### src/rtl/dcpu_pkg.sv
// Shared definitions for the dCPU family: opcode encodings, FSM states,
// flag bit positions and ALU operation codes.
package dcpu_pkg;

  localparam logic [7:0] OP_LITA  = 8'hC0;
  localparam logic [7:0] OP_LOADA = 8'hC1;
  localparam logic [7:0] OP_STORA = 8'hC2;
  localparam logic [7:0] OP_ADD   = 8'hC3;
  localparam logic [7:0] OP_JMP   = 8'hC4;
  localparam logic [7:0] OP_JMPZ  = 8'hC5;
  localparam logic [7:0] OP_JMPC  = 8'hC6;
  localparam logic [7:0] OP_SUB   = 8'hC7;
  localparam logic [7:0] OP_CMP   = 8'hC8;
  localparam logic [7:0] OP_JMPNC = 8'hC9;
  localparam logic [7:0] OP_PUSH  = 8'hCA;
  localparam logic [7:0] OP_POP   = 8'hCB;
  localparam logic [7:0] OP_STOP  = 8'hCC;
  localparam logic [7:0] OP_CALL  = 8'hCD;
  localparam logic [7:0] OP_RET   = 8'hCE;
  localparam logic [7:0] OP_NOP   = 8'h90;

  localparam int FLAG_Z = 0;
  localparam int FLAG_C = 1;
  localparam int FLAG_N = 2;
  localparam int FLAG_V = 3;

  typedef enum logic [2:0] {
    ST_FETCH  = 3'd0,
    ST_DECODE = 3'd1,
    ST_OPND   = 3'd2,
    ST_EXEC   = 3'd3,
    ST_MEM    = 3'd4,
    ST_HALT   = 3'd5
  } state_t;

  typedef enum logic [1:0] {
    ALU_ADD  = 2'd0,
    ALU_SUB  = 2'd1,
    ALU_PASS = 2'd2
  } alu_op_t;

  // Defined opcodes are the contiguous C0..CE block plus NOP.
  function automatic logic is_defined(input logic [7:0] opc);
    return (opc == OP_NOP) || ((opc >= OP_LITA) && (opc <= OP_RET));
  endfunction

  function automatic logic is_one_word(input logic [7:0] opc);
    return (opc == OP_NOP) || (opc == OP_STOP) || (opc == OP_PUSH) ||
           (opc == OP_POP) || (opc == OP_RET);
  endfunction

endpackage

### src/rtl/dcpu_alu_p.sv
// Combinational ALU for the dCPU core: add/subtract with {V,N,C,Z} flags.
// For subtraction C means "no borrow" (a >= b unsigned).
module dcpu_alu_p
  import dcpu_pkg::*;
#(
  parameter int DATA_W = 16
) (
  input  logic [DATA_W-1:0] a,
  input  logic [DATA_W-1:0] b,
  input  alu_op_t           op,
  output logic [DATA_W-1:0] res,
  output logic [3:0]        flags
);

  logic [DATA_W:0] wide;
  logic            ovf;

  always_comb begin
    wide = '0;
    ovf  = 1'b0;
    case (op)
      ALU_ADD: begin
        wide = {1'b0, a} + {1'b0, b};
        ovf  = (a[DATA_W-1] == b[DATA_W-1]) && (wide[DATA_W-1] != a[DATA_W-1]);
      end
      ALU_SUB: begin
        wide = {1'b0, a} - {1'b0, b};
        ovf  = (a[DATA_W-1] != b[DATA_W-1]) && (wide[DATA_W-1] != a[DATA_W-1]);
      end
      default: wide = {1'b0, b};
    endcase
    res           = wide[DATA_W-1:0];
    flags         = '0;
    flags[FLAG_Z] = (wide[DATA_W-1:0] == '0);
    flags[FLAG_N] = wide[DATA_W-1];
    // The extra bit is a borrow on subtract, so invert it to get "no borrow".
    flags[FLAG_C] = (op == ALU_SUB) ? ~wide[DATA_W] : wide[DATA_W];
    flags[FLAG_V] = ovf;
  end

endmodule

### src/rtl/dcpu_core_hs.sv
// Parametrised accumulator CPU core with a req/ack memory port tolerating
// arbitrary wait states; halts on STOP or on an undefined opcode.
module dcpu_core_hs
  import dcpu_pkg::*;
#(
  parameter int DATA_W   = 16,
  parameter int ADDR_W   = 16,
  parameter int IB       = 2,
  parameter int PC_START = 0,
  parameter int SP_START = 254
) (
  input  logic              clk,
  input  logic              rst,
  output logic              mem_req,
  output logic              mem_we,
  output logic [ADDR_W-1:0] mem_addr,
  output logic [DATA_W-1:0] mem_wdata,
  input  logic [DATA_W-1:0] mem_rdata,
  input  logic              mem_ack,
  output logic              halted,
  output logic              illegal,
  output logic [3:0]        flags,
  output logic [DATA_W-1:0] acc_dbg
);

  localparam logic [ADDR_W-1:0] STEP = ADDR_W'(IB);

  state_t            state_reg, state_next;
  logic [ADDR_W-1:0] pc_reg, pc_next;
  logic [ADDR_W-1:0] sp_reg, sp_next;
  logic [DATA_W-1:0] acc_reg, acc_next;
  logic [DATA_W-1:0] op_reg, op_next;
  logic [7:0]        ir_reg, ir_next;
  logic [3:0]        flags_reg, flags_next;
  logic              req_reg, req_next;
  logic              we_reg, we_next;
  logic [ADDR_W-1:0] addr_reg, addr_next;
  logic [DATA_W-1:0] wdata_reg, wdata_next;
  logic              halted_reg, halted_next;
  logic              illegal_reg, illegal_next;

  logic [ADDR_W-1:0] pc_seq;
  logic [ADDR_W-1:0] op_addr;
  logic              launch_fetch;
  alu_op_t           alu_op;
  logic [DATA_W-1:0] alu_res;
  logic [3:0]        alu_flags;

  assign pc_seq  = pc_reg + (is_one_word(ir_reg) ? STEP : (STEP << 1));
  assign op_addr = ADDR_W'(op_reg);
  assign alu_op  = ((ir_reg == OP_SUB) || (ir_reg == OP_CMP)) ? ALU_SUB : ALU_ADD;

  dcpu_alu_p #(.DATA_W(DATA_W)) u_alu (
    .a     (acc_reg),
    .b     (op_reg),
    .op    (alu_op),
    .res   (alu_res),
    .flags (alu_flags)
  );

  always_ff @(posedge clk or posedge rst) begin
    if (rst) begin
      state_reg   <= ST_FETCH;
      pc_reg      <= ADDR_W'(PC_START);
      sp_reg      <= ADDR_W'(SP_START);
      acc_reg     <= '0;
      op_reg      <= '0;
      ir_reg      <= '0;
      flags_reg   <= '0;
      req_reg     <= 1'b0;
      we_reg      <= 1'b0;
      addr_reg    <= '0;
      wdata_reg   <= '0;
      halted_reg  <= 1'b0;
      illegal_reg <= 1'b0;
    end else begin
      state_reg   <= state_next;
      pc_reg      <= pc_next;
      sp_reg      <= sp_next;
      acc_reg     <= acc_next;
      op_reg      <= op_next;
      ir_reg      <= ir_next;
      flags_reg   <= flags_next;
      req_reg     <= req_next;
      we_reg      <= we_next;
      addr_reg    <= addr_next;
      wdata_reg   <= wdata_next;
      halted_reg  <= halted_next;
      illegal_reg <= illegal_next;
    end
  end

  // Requests are registered: the edge that leaves one state loads the next
  // transaction, so req/addr/we/wdata only change on an acknowledged edge.
  always_comb begin
    state_next   = state_reg;
    pc_next      = pc_reg;
    sp_next      = sp_reg;
    acc_next     = acc_reg;
    op_next      = op_reg;
    ir_next      = ir_reg;
    flags_next   = flags_reg;
    req_next     = req_reg;
    we_next      = we_reg;
    addr_next    = addr_reg;
    wdata_next   = wdata_reg;
    halted_next  = halted_reg;
    illegal_next = illegal_reg;
    launch_fetch = 1'b0;

    case (state_reg)
      ST_FETCH: begin
        if (!req_reg) begin
          // Only reached straight after reset.
          req_next  = 1'b1;
          we_next   = 1'b0;
          addr_next = pc_reg;
        end else if (mem_ack) begin
          ir_next    = mem_rdata[7:0];
          req_next   = 1'b0;
          state_next = ST_DECODE;
        end
      end

      ST_DECODE: begin
        if (!is_defined(ir_reg)) begin
          halted_next  = 1'b1;
          illegal_next = 1'b1;
          state_next   = ST_HALT;
        end else if (!is_one_word(ir_reg)) begin
          req_next   = 1'b1;
          we_next    = 1'b0;
          addr_next  = pc_reg + STEP;
          state_next = ST_OPND;
        end else begin
          state_next = ST_EXEC;
        end
      end

      ST_OPND: begin
        if (mem_ack) begin
          op_next    = mem_rdata;
          req_next   = 1'b0;
          state_next = ST_EXEC;
        end
      end

      ST_EXEC: begin
        pc_next      = pc_seq;
        launch_fetch = 1'b1;
        case (ir_reg)
          OP_LITA: acc_next = op_reg;
          OP_ADD, OP_SUB: begin
            acc_next   = alu_res;
            flags_next = alu_flags;
          end
          OP_CMP:   flags_next = alu_flags;
          OP_JMP:   pc_next = op_addr;
          OP_JMPZ:  if (flags_reg[FLAG_Z]) pc_next = op_addr;
          OP_JMPC:  if (flags_reg[FLAG_C]) pc_next = op_addr;
          OP_JMPNC: if (!flags_reg[FLAG_C]) pc_next = op_addr;
          OP_LOADA, OP_STORA: begin
            launch_fetch = 1'b0;
            req_next     = 1'b1;
            we_next      = (ir_reg == OP_STORA);
            addr_next    = op_addr;
            wdata_next   = acc_reg;
            state_next   = ST_MEM;
          end
          OP_PUSH, OP_CALL: begin
            launch_fetch = 1'b0;
            req_next     = 1'b1;
            we_next      = 1'b1;
            addr_next    = sp_reg;
            wdata_next   = (ir_reg == OP_CALL) ? DATA_W'(pc_seq) : acc_reg;
            sp_next      = sp_reg - STEP;
            if (ir_reg == OP_CALL) pc_next = op_addr;
            state_next   = ST_MEM;
          end
          OP_POP, OP_RET: begin
            launch_fetch = 1'b0;
            req_next     = 1'b1;
            we_next      = 1'b0;
            addr_next    = sp_reg + STEP;
            sp_next      = sp_reg + STEP;
            state_next   = ST_MEM;
          end
          OP_STOP: begin
            launch_fetch = 1'b0;
            pc_next      = pc_reg;
            halted_next  = 1'b1;
            state_next   = ST_HALT;
          end
          default: ;
        endcase
        if (launch_fetch) state_next = ST_FETCH;
      end

      ST_MEM: begin
        if (mem_ack) begin
          launch_fetch = 1'b1;
          state_next   = ST_FETCH;
          if ((ir_reg == OP_LOADA) || (ir_reg == OP_POP)) acc_next = mem_rdata;
          if (ir_reg == OP_RET) pc_next = ADDR_W'(mem_rdata);
        end
      end

      default: begin
        req_next   = 1'b0;
        state_next = ST_HALT;
      end
    endcase

    if (launch_fetch) begin
      req_next  = 1'b1;
      we_next   = 1'b0;
      addr_next = pc_next;
    end
  end

  assign mem_req   = req_reg;
  assign mem_we    = we_reg;
  assign mem_addr  = addr_reg;
  assign mem_wdata = wdata_reg;
  assign halted    = halted_reg;
  assign illegal   = illegal_reg;
  assign flags     = flags_reg;
  assign acc_dbg   = acc_reg;

endmodule
### config.mk
export PLATFORM = sky130hd
export DESIGN_NAME = dcpu_core_hs
export DESIGN_NICKNAME = d
export VERILOG_FILES = /design/src/rtl/dcpu_pkg.sv /design/src/rtl/dcpu_alu_p.sv /design/src/rtl/dcpu_core_hs.sv
export SDC_FILE = /design/constraint.sdc
export NUM_CORES = 1
export LEC_CHECK = 0
export ABC_AREA = 1
export BUFFER_PORTS_ARGS = -buffer_cell sky130_fd_sc_hd__buf_2
export CORE_ASPECT_RATIO = 0.9
export CORE_UTILIZATION = 30
export CTS_CLUSTER_SIZE = 10
export DETAILED_ROUTE_END_ITERATION = 10
export PLACE_DENSITY = 0.57
export SYNTH_ARGS = -nofsm -noshare
export SYNTH_HDL_FRONTEND = slang
export SYNTH_SLANG_ARGS = --single-unit
### constraint.sdc
create_clock -name clk -period 9.7 [get_ports clk]
set_clock_uncertainty 0.05 [all_clocks]
set_input_delay 0.97 -clock clk [delete_from_list [all_inputs] [get_ports clk]]
set_output_delay 0.97 -clock clk [all_outputs]
set_load 0.05 [all_outputs]
==> results of run 1 <==
## cell usage in the layout, fill, tap and decap left out, drive strengths merged, types with 16 or more instances in the layout
| master | n |
|---|---|
| nand2 | 481 |
| ha | 37 |
| a31oi | 20 |
| buf | 79 |
| nand3 | 120 |
| dfrtp | 107 |
| xor2 | 19 |
| o211ai | 18 |
| a21oi | 98 |
| o21ai | 149 |
| clkbuf | 18 |
| a22oi | 16 |
| inv | 201 |
| nor2 | 175 |
| nor3 | 20 |
| nand4 | 23 |
## kinds of logic after synthesis
group / Yosys count / share of synthesized area
XOR/XNOR: 21 / 0.0185
AO/OA/AOI/OAI: 326 / 0.182
buffers and inverters: 264 / 0.108
flip-flops: 114 / 0.288
adder cells (fa/ha/maj): 40 / 0.0527
AND/OR/NAND/NOR: 830 / 0.351
## how the worst max path moves through the flow
stage                    to      start  slack, ps
4_1_cts        mem_addr[11]  ir_reg[5]       5460
6_report       mem_addr[11]  ir_reg[5]       5370
2_1_floorplan    acc_dbg[0]        rst       5680
3_3_place_gp   mem_addr[11]  ir_reg[5]       5620
3_5_place_dp   mem_addr[11]  ir_reg[5]       5450
5_1_grt        mem_addr[11]  ir_reg[5]       5010
## power breakdown
group	leakage (nW)	total [W]	switching [W]	internal, W
registers	1.50	0.000685	0.000122	0.000564
clock network	0.287	0.000662	0.000255	0.000406
logic	3.84	0.00148	0.00108	0.000399
## stage by stage
step	util	hold WS (ps)
6_report	0.346	420
5_1_grt	0.346	449
4_1_cts	0.346	429
3_5_place_dp	0.328	404
3_3_place_gp	0.328	407
2_1_floorplan	-	425
## cell type report
class	instances	area share
clock buffers	18	0.0385
clock inverters	14	0.0160
inverters	200	0.0678
multi-input cells	1217	0.538
flip-flops and latches	114	0.257
well taps	416	0.0467
repair buffers	79	0.0366
## worst max-delay path: stages, from the launching register on
cell	delay [ps]
dfrtp_1	390
inv_1	70
nand2_1	60
nor2_2	460
nand2_2	360
inv_2	280
nor2_1	80
nand2_1	160
ha_1	210
inv_1	60
fa_1	420
nor3_1	550
nand2_1	200
xor2_1	230
nand2_1	80
nand2_1	50
nor2_1	90
nand3_1	90
nand2_1	90
nand3_1	70
nand2_1	100
nand2_1	50
## routing by layer
layer | vias to the layer above | part of all wire | GRT usage
met5 | - | 0 | 0
met4 | 0 | 0.020 | 0.0663
met3 | 47 | 0.075 | 0.0376
met2 | 456 | 0.42 | 0.327
met1 | 5150 | 0.49 | 0.338
li1 | 5267 | - | -
==> impl_table.tex, run 1 <==
\begin{tabular}{lr}
\hline
Metric & Value \\
\hline
\multicolumn{2}{l}{\textbf{Setup path}} \\
\quad Maximum net fanout on the critical path & 13 \\
\quad CP startpoint kind & flop \\
\quad Start-to-end type of the worst setup path & flop to flop \\
\quad Launch point of the worst reg-to-reg path & ir\_reg[5] \\
\quad Critical path required time & 9970 ps \\
\quad R2r setup slk & 5370 ps \\
\quad Arrival @ worst endpoint & 4600 ps \\
\quad Endpoint kind of the worst setup timing path & flop \\
\quad Depth of the worst register-to-register path & 21 \\
\quad Endpoint of the most critical register-to-register path & mem\_addr[11] \\
\multicolumn{2}{l}{\textbf{Min path}} \\
\quad Launch instance of the worst min-delay path & illegal \\
\quad Destination of the worst hold path & illegal \\
\quad Hold Crit Depth & 2 \\
\quad Worst hold path type & flop to flop \\
\multicolumn{2}{l}{\textbf{Routing}} \\
\quad Mean routed wirelength per cell & 18.4 um \\
\quad First drt pass iteration count & 6 \\
\quad DR iter-0 viols & 1223 \\
\quad Vias & 10900 \\
\quad Mean number of vias per cell & 5.31 \\
\quad Routed Wire Length & 37900 um \\
\quad Antenna Violating Nets Remaining & 0 \\
\quad Number of remaining DRC errors & 0 \\
\multicolumn{2}{l}{\textbf{Floorplanning}} \\
\quad Die Footprint & 0.0338 mm\^{}2 \\
\quad Initial core utilization & 0.308 \\
\quad Core Rows & 62 \\
\quad Height of the die & 175 um \\
\quad Die X-Extent & 194 um \\
\quad Placeable core area & 0.0322 mm\^{}2 \\
\quad Total I/O pin count & 75 \\
\multicolumn{2}{l}{\textbf{Logic synthesis}} \\
\quad Leading register cell type out of synthesis & dfrtp\_1 \\
\quad Commonest cells in the synthesized netlist & nand2\_1, inv\_1, nor2\_1, o21ai\_0, nand3\_1 \\
\quad EDFF count, synth & 0 \\
\quad Main area contributors after synthesis & dfrtp\_1, nand2\_1, inv\_1 \\
\quad Synthesis-stage register bit count & 114 \\
\quad Post-synth net total & 1654 \\
\quad Synth warn & 0 \\
\quad Share of the yosys chip area belonging to registers & 0.288 \\
\quad Share of flip-flops with an asynchronous set or reset after synthesis & 1.00 \\
\quad Number of distinct library cell variants in the gate-level netlist after synthesis & 50 \\
\quad Mean instance size in the synthesized netlist & 6.22 um\^{}2 \\
\quad Area share of the largest cell type after synthesis & 0.270 \\
\quad Most frequent cell after synthesis & nand2\_1 \\
\quad Cell Area, Synth & 0.00992 mm\^{}2 \\
\quad Library cell with the largest summed area after synthesis & dfrtp\_1 \\
\quad Gate count after technology mapping & 1595 \\
\multicolumn{2}{l}{\textbf{Final layout}} \\
\quad Number of filler instances in the final layout & 3542 \\
\quad Share of cells above drive strength 1 & 0.0944 \\
\quad Final net count & 1688 \\
\quad Area of all placed cells without fillers & 0.0112 mm\^{}2 \\
\quad Signed area change from the synthesized netlist to the final layout & 12.4\% \\
\quad Antenna diode instance count & 0 \\
\quad Final Instance Count excl. Fillers & 2058 \\
\quad Multi-input combinational cell area & 0.00600 mm\^{}2 \\
\quad Area used by sequential logic in the layout & 0.00286 mm\^{}2 \\
\multicolumn{2}{l}{\textbf{Timing}} \\
\quad Unrepaired setup endpoints after global routing & no \\
\quad Smallest setup slack after layout & 5370 ps \\
\quad Maximum clock frequency & 0.231 GHz \\
\quad Sum Neg Setup Slack & 0 ps \\
\quad Share of the cycle needed by the critical path after routing & 0.446 \\
\quad Number of setup violations in the final report & 0 \\
\quad Final critical path time including I/O delays and setup & 4330 ps \\
\quad Worst slew margin relative to its limit & 0.150 \\
\quad Final Hold Fails & 0 \\
\quad Number of slew-limit violations in the final report & 0 \\
\quad Transition time of the tightest slew-check pin & 1270 ps \\
\multicolumn{2}{l}{\textbf{Global route}} \\
\quad Number of global-route vias before repair & 9937 \\
\quad Global-route wire length before repair & 58700 um \\
\quad Total GRT Usage & 0.225 \\
\quad Maximum number of pins on one net before global-route repair & 75 \\
\quad Grt ovf & 0 \\
\quad Number of antenna violations at the first check in global routing & 0 \\
\multicolumn{2}{l}{\textbf{Pwr}} \\
\quad Leakage & 5.62 nW \\
\quad Final Total Pwr & 0.00283 W \\
\quad Total power divided by cell area & 253 mW/mm\^{}2 \\
\quad Maximum resistive drop on vdd & 0.109 mV \\
\multicolumn{2}{l}{\textbf{Placed design}} \\
\quad Post-DP Area & 0.0105 mm\^{}2 \\
\quad Port Buf Inserts & 74 \\
\quad Pre-CTS worst setup slack & 5450 ps \\
\quad Post-Place Cells & 2026 \\
\quad Gp weighted congestion & 0.947 \\
\quad DP HPWL & 29300 um \\
\multicolumn{2}{l}{\textbf{Clock network}} \\
\quad Number of CTS-inserted buffers & 17 \\
\quad CTS clk-pin slew, worst paths & 60 ps \\
\quad Clock tree from TritonCTS & built \\
\quad Clock latency on the worst-skew pair & 440 ps \\
\quad Clock root buffer & clkbuf\_16 \\
\quad Buffer levels on the longest clock path & 2 \\
\quad Setup Buffers After CTS & 0 \\
\quad Htree depth & 4 \\
\quad CTS-repair resized insts & 0 \\
\quad Num Clock Sinks & 114 \\
\quad Post-cts hold buffer count & 0 \\
\multicolumn{2}{l}{\textbf{Run}} \\
\quad Max-cap violations & 0 \\
\multicolumn{2}{l}{\textbf{Run status}} \\
\quad Status & complete, no violations \\
\hline
\end{tabular}
Note: power is estimated with default switching activity, not from simulation.
==> run 2, diff against run 1 <==
Settings changed: ABC_AREA 1 to 0.
Clock period 9.7 ns to 4.37 ns, I/O delays scaled along.
==> run 2 against run 1 <==
Compared with the run above:
- sequential power is 110% higher
- area after synthesis is 11% lower
- combinational power is 55% higher
- power is 84% higher
- highest routed layer unchanged
- clock-buffer cell count is 8 higher
- die area is 11% lower
==> impl_table.tex, run 2 <==
\begin{tabular}{lr}
\hline
Metric & Value \\
\hline
\multicolumn{2}{l}{\textbf{Run status}} \\
\quad Status & complete, no violations \\
\multicolumn{2}{l}{\textbf{Logic synthesis}} \\
\quad Post-synth net total & 1130 (-32\%) \\
\quad Gate count after technology mapping & 1071 (-33\%) \\
\quad Area share of the largest cell type after synthesis & 0.304 (+0.0338) \\
\quad EDFF count, synth & 0 (unchanged) \\
\quad Commonest cells in the synthesized netlist & nand2\_1, dfrtp\_1, o21ai\_0, nor2\_1, a21oi\_1 \\
\quad Synthesis-stage register bit count & 114 (unchanged) \\
\quad Library cell with the largest summed area after synthesis & dfrtp\_1 \\
\quad Main area contributors after synthesis & dfrtp\_1, ha\_1, o21ai\_0 \\
\quad Mean instance size in the synthesized netlist & 8.24 um\^{}2 (+32\%) \\
\quad Most frequent cell after synthesis & nand2\_1 \\
\quad Leading register cell type out of synthesis & dfrtp\_1 \\
\quad Share of the yosys chip area belonging to registers & 0.324 (+0.0361) \\
\quad Synth warn & 0 (unchanged) \\
\quad Share of flip-flops with an asynchronous set or reset after synthesis & 1.00 (unchanged) \\
\quad Cell Area, Synth & 0.00882 mm\^{}2 (-11\%) \\
\quad Number of distinct library cell variants in the gate-level netlist after synthesis & 77 (+54\%) \\
\multicolumn{2}{l}{\textbf{Clock network}} \\
\quad Clock root buffer & clkbuf\_16 \\
\quad CTS-repair resized insts & 0 (unchanged) \\
\quad Num Clock Sinks & 114 (unchanged) \\
\quad Buffer levels on the longest clock path & 2 (unchanged) \\
\quad Htree depth & 4 (unchanged) \\
\quad Setup Buffers After CTS & 0 (unchanged) \\
\quad Number of CTS-inserted buffers & 17 (unchanged) \\
\quad Clock tree from TritonCTS & built \\
\quad Post-cts hold buffer count & 0 (unchanged) \\
\quad Clock latency on the worst-skew pair & 430 ps (about the same) \\
\quad CTS clk-pin slew, worst paths & 50 ps (about the same) \\
\multicolumn{2}{l}{\textbf{Routing}} \\
\quad Routed Wire Length & 30100 um (-21\%) \\
\quad First drt pass iteration count & 10 (+4) \\
\quad Number of remaining DRC errors & 0 (unchanged) \\
\quad Mean routed wirelength per cell & 19.8 um (+7.6\%) \\
\quad DR iter-0 viols & 837 (-32\%) \\
\quad Vias & 8550 (-22\%) \\
\quad Mean number of vias per cell & 5.63 (+6.1\%) \\
\quad Antenna Violating Nets Remaining & 0 (unchanged) \\
\multicolumn{2}{l}{\textbf{Floorplanning}} \\
\quad Initial core utilization & 0.305 (-0.00345) \\
\quad Total I/O pin count & 75 (unchanged) \\
\quad Die Footprint & 0.0301 mm\^{}2 (-11\%) \\
\quad Height of the die & 165 um (-5.7\%) \\
\quad Core Rows & 59 (-4.8\%) \\
\quad Die X-Extent & 183 um (-5.7\%) \\
\quad Placeable core area & 0.0289 mm\^{}2 (-10\%) \\
\multicolumn{2}{l}{\textbf{Setup path}} \\
\quad Critical path required time & 4630 ps (-5340 ps) \\
\quad CP startpoint kind & flop \\
\quad Launch point of the worst reg-to-reg path & ir\_reg[2] \\
\quad Maximum net fanout on the critical path & 15 (+2) \\
\quad Arrival @ worst endpoint & 3920 ps (-680 ps) \\
\quad Start-to-end type of the worst setup path & flop to flop \\
\quad Depth of the worst register-to-register path & 13 (-38\%) \\
\quad Endpoint kind of the worst setup timing path & flop \\
\quad Endpoint of the most critical register-to-register path & mem\_addr[11] \\
\quad R2r setup slk & 710 ps (-4660 ps) \\
\multicolumn{2}{l}{\textbf{Global route}} \\
\quad Number of global-route vias before repair & 7958 (-20\%) \\
\quad Grt ovf & 0 (unchanged) \\
\quad Number of antenna violations at the first check in global routing & 0 (unchanged) \\
\quad Global-route wire length before repair & 46700 um (-21\%) \\
\quad Maximum number of pins on one net before global-route repair & 68 (-9.3\%) \\
\quad Total GRT Usage & 0.203 (-0.0228) \\
\multicolumn{2}{l}{\textbf{Timing}} \\
\quad Maximum clock frequency & 0.274 GHz (+18\%) \\
\quad Worst slew margin relative to its limit & 0.183 (+0.0330) \\
\quad Final Hold Fails & 0 (unchanged) \\
\quad Final Hold Slack & 151 ps (-268 ps) \\
\quad Sum Neg Setup Slack & 0 ps (unchanged) \\
\quad Final critical path time including I/O delays and setup & 3660 ps (-674 ps) \\
\quad Unrepaired setup endpoints after global routing & no \\
\quad Share of the cycle needed by the critical path after routing & 0.836 (+0.390) \\
\quad Number of setup violations in the final report & 0 (unchanged) \\
\quad Transition time of the tightest slew-check pin & 1220 ps (-45.5 ps) \\
\quad Number of slew-limit violations in the final report & 0 (unchanged) \\
\multicolumn{2}{l}{\textbf{Final layout}} \\
\quad Final Instance Count excl. Fillers & 1519 (-26\%) \\
\quad Most frequent cells in the layout & nand2\_1, dfrtp\_1, o21ai\_0 \\
\quad Share of cells above drive strength 1 & 0.167 (+0.0730) \\
\quad Final standard cell utilization of the core & 0.353 (+0.00638) \\
\quad Antenna diode instance count & 0 (unchanged) \\
\quad Final net count & 1170 (-31\%) \\
\quad Signed area change from the synthesized netlist to the final layout & 15.7\% \\
\quad Commonest non-fill, non-tap cell in the layout & nand2\_1 \\
\multicolumn{2}{l}{\textbf{Placed design}} \\
\quad Port Buf Inserts & 74 (unchanged) \\
\quad Post-Place Cells & 1488 (-27\%) \\
\quad DP HPWL & 22600 um (-23\%) \\
\quad Gp weighted congestion & 0.902 (-4.7\%) \\
\multicolumn{2}{l}{\textbf{Pwr}} \\
\quad Total power divided by cell area & 510 mW/mm\^{}2 (+100\%) \\
\quad Final Total Pwr & 0.00520 W (+84\%) \\
\quad Leakage & 4.58 nW (-19\%) \\
\quad Maximum resistive drop on vdd & 0.323 mV (+200\%) \\
\multicolumn{2}{l}{\textbf{Run}} \\
\quad Max-cap violations & 0 (unchanged) \\
\multicolumn{2}{l}{\textbf{Min path}} \\
\quad Worst hold path type & input pin to asynchronous set/reset pin \\
\hline
\end{tabular}
run 2: changes by cell type after synthesis, moves of 22 or more:
cell	change
nand3_1	-87
a21oi_1	-28
clkbuf_1	+34
mux2_2	+22
o21ai_0	-38
xnor2_1	+30
inv_1	-136
a211oi_1	+28
nand2_1	-360
nor2_1	-87
run 2: cells by family (layout without fill, tap and decap cells):
kind of cell,Yosys count,in the layout,share of synthesized area
simple gates,339,339,0.186
compound gates,356,356,0.271
mux,42,42,0.0508
fa+ha+maj,40,40,0.0593
flops,114,114,0.324
xor+xnor,49,49,0.0487
buf+inv,131,183,0.0599
run 2: area by class of cell:
type	count	area (um^2)
clock buffer	26	499
clock inverter	5	100
fill	3076	18700
inverter	48	183
multi-input combinational	826	5480
sequential	114	2860
tap	396	495
timing repair buffer	104	596
run 2: power by group:
| group | switching (W) | total (W) | internal (W) | leakage, nW |
|---|---|---|---|---|
| clock | 0.000500 | 0.00145 | 0.000952 | 0.294 |
| sequential | 0.000240 | 0.00146 | 0.00122 | 1.33 |
| combinational | 0.00144 | 0.00229 | 0.000853 | 2.95 |
run 2: metrics by stage:
step | worst slack (ps) | instance area (um^2)
after floorplan | 879 | 8820
after global placement | 886 | 9610
after detailed placement | 809 | 9610
after CTS | 795 | 10200
after global routing | 442 | 10200
final | 715 | 10200
run 2: worst max-delay path, stage by stage (launching register included):
cell	delay [ps]
dfrtp_1	440
buf_4	230
nor2b_1	260
o211ai_1	130
nand2_1	190
ha_1	200
inv_1	50
fa_1	430
nor3_1	570
o21ai_0	170
a22o_1	200
a31oi_1	130
o21ai_0	130
a221o_1	340
run 2: metal layers:
layer	vias up	part of all wire	GRT usage	routed length, um
li1	4020	-	-	-
met1	4214	0.49	0.299	14700
met2	283	0.44	0.304	13100
met3	33	0.062	0.0357	1860
met4	0	0.013	0.0481	385
met5	-	0	0	0
run 2: how the worst max path moves through the flow:
stage	endpoint	cells past startpoint	from
final	mem_addr[11]	13	ir_reg[2]
after global routing	mem_addr[11]	13	ir_reg[2]
after CTS	mem_addr[11]	13	ir_reg[2]
after detailed placement	mem_addr[11]	13	ir_reg[2]
after global placement	mem_addr[11]	13	ir_reg[2]
after floorplan	acc_dbg[0]	1	rst
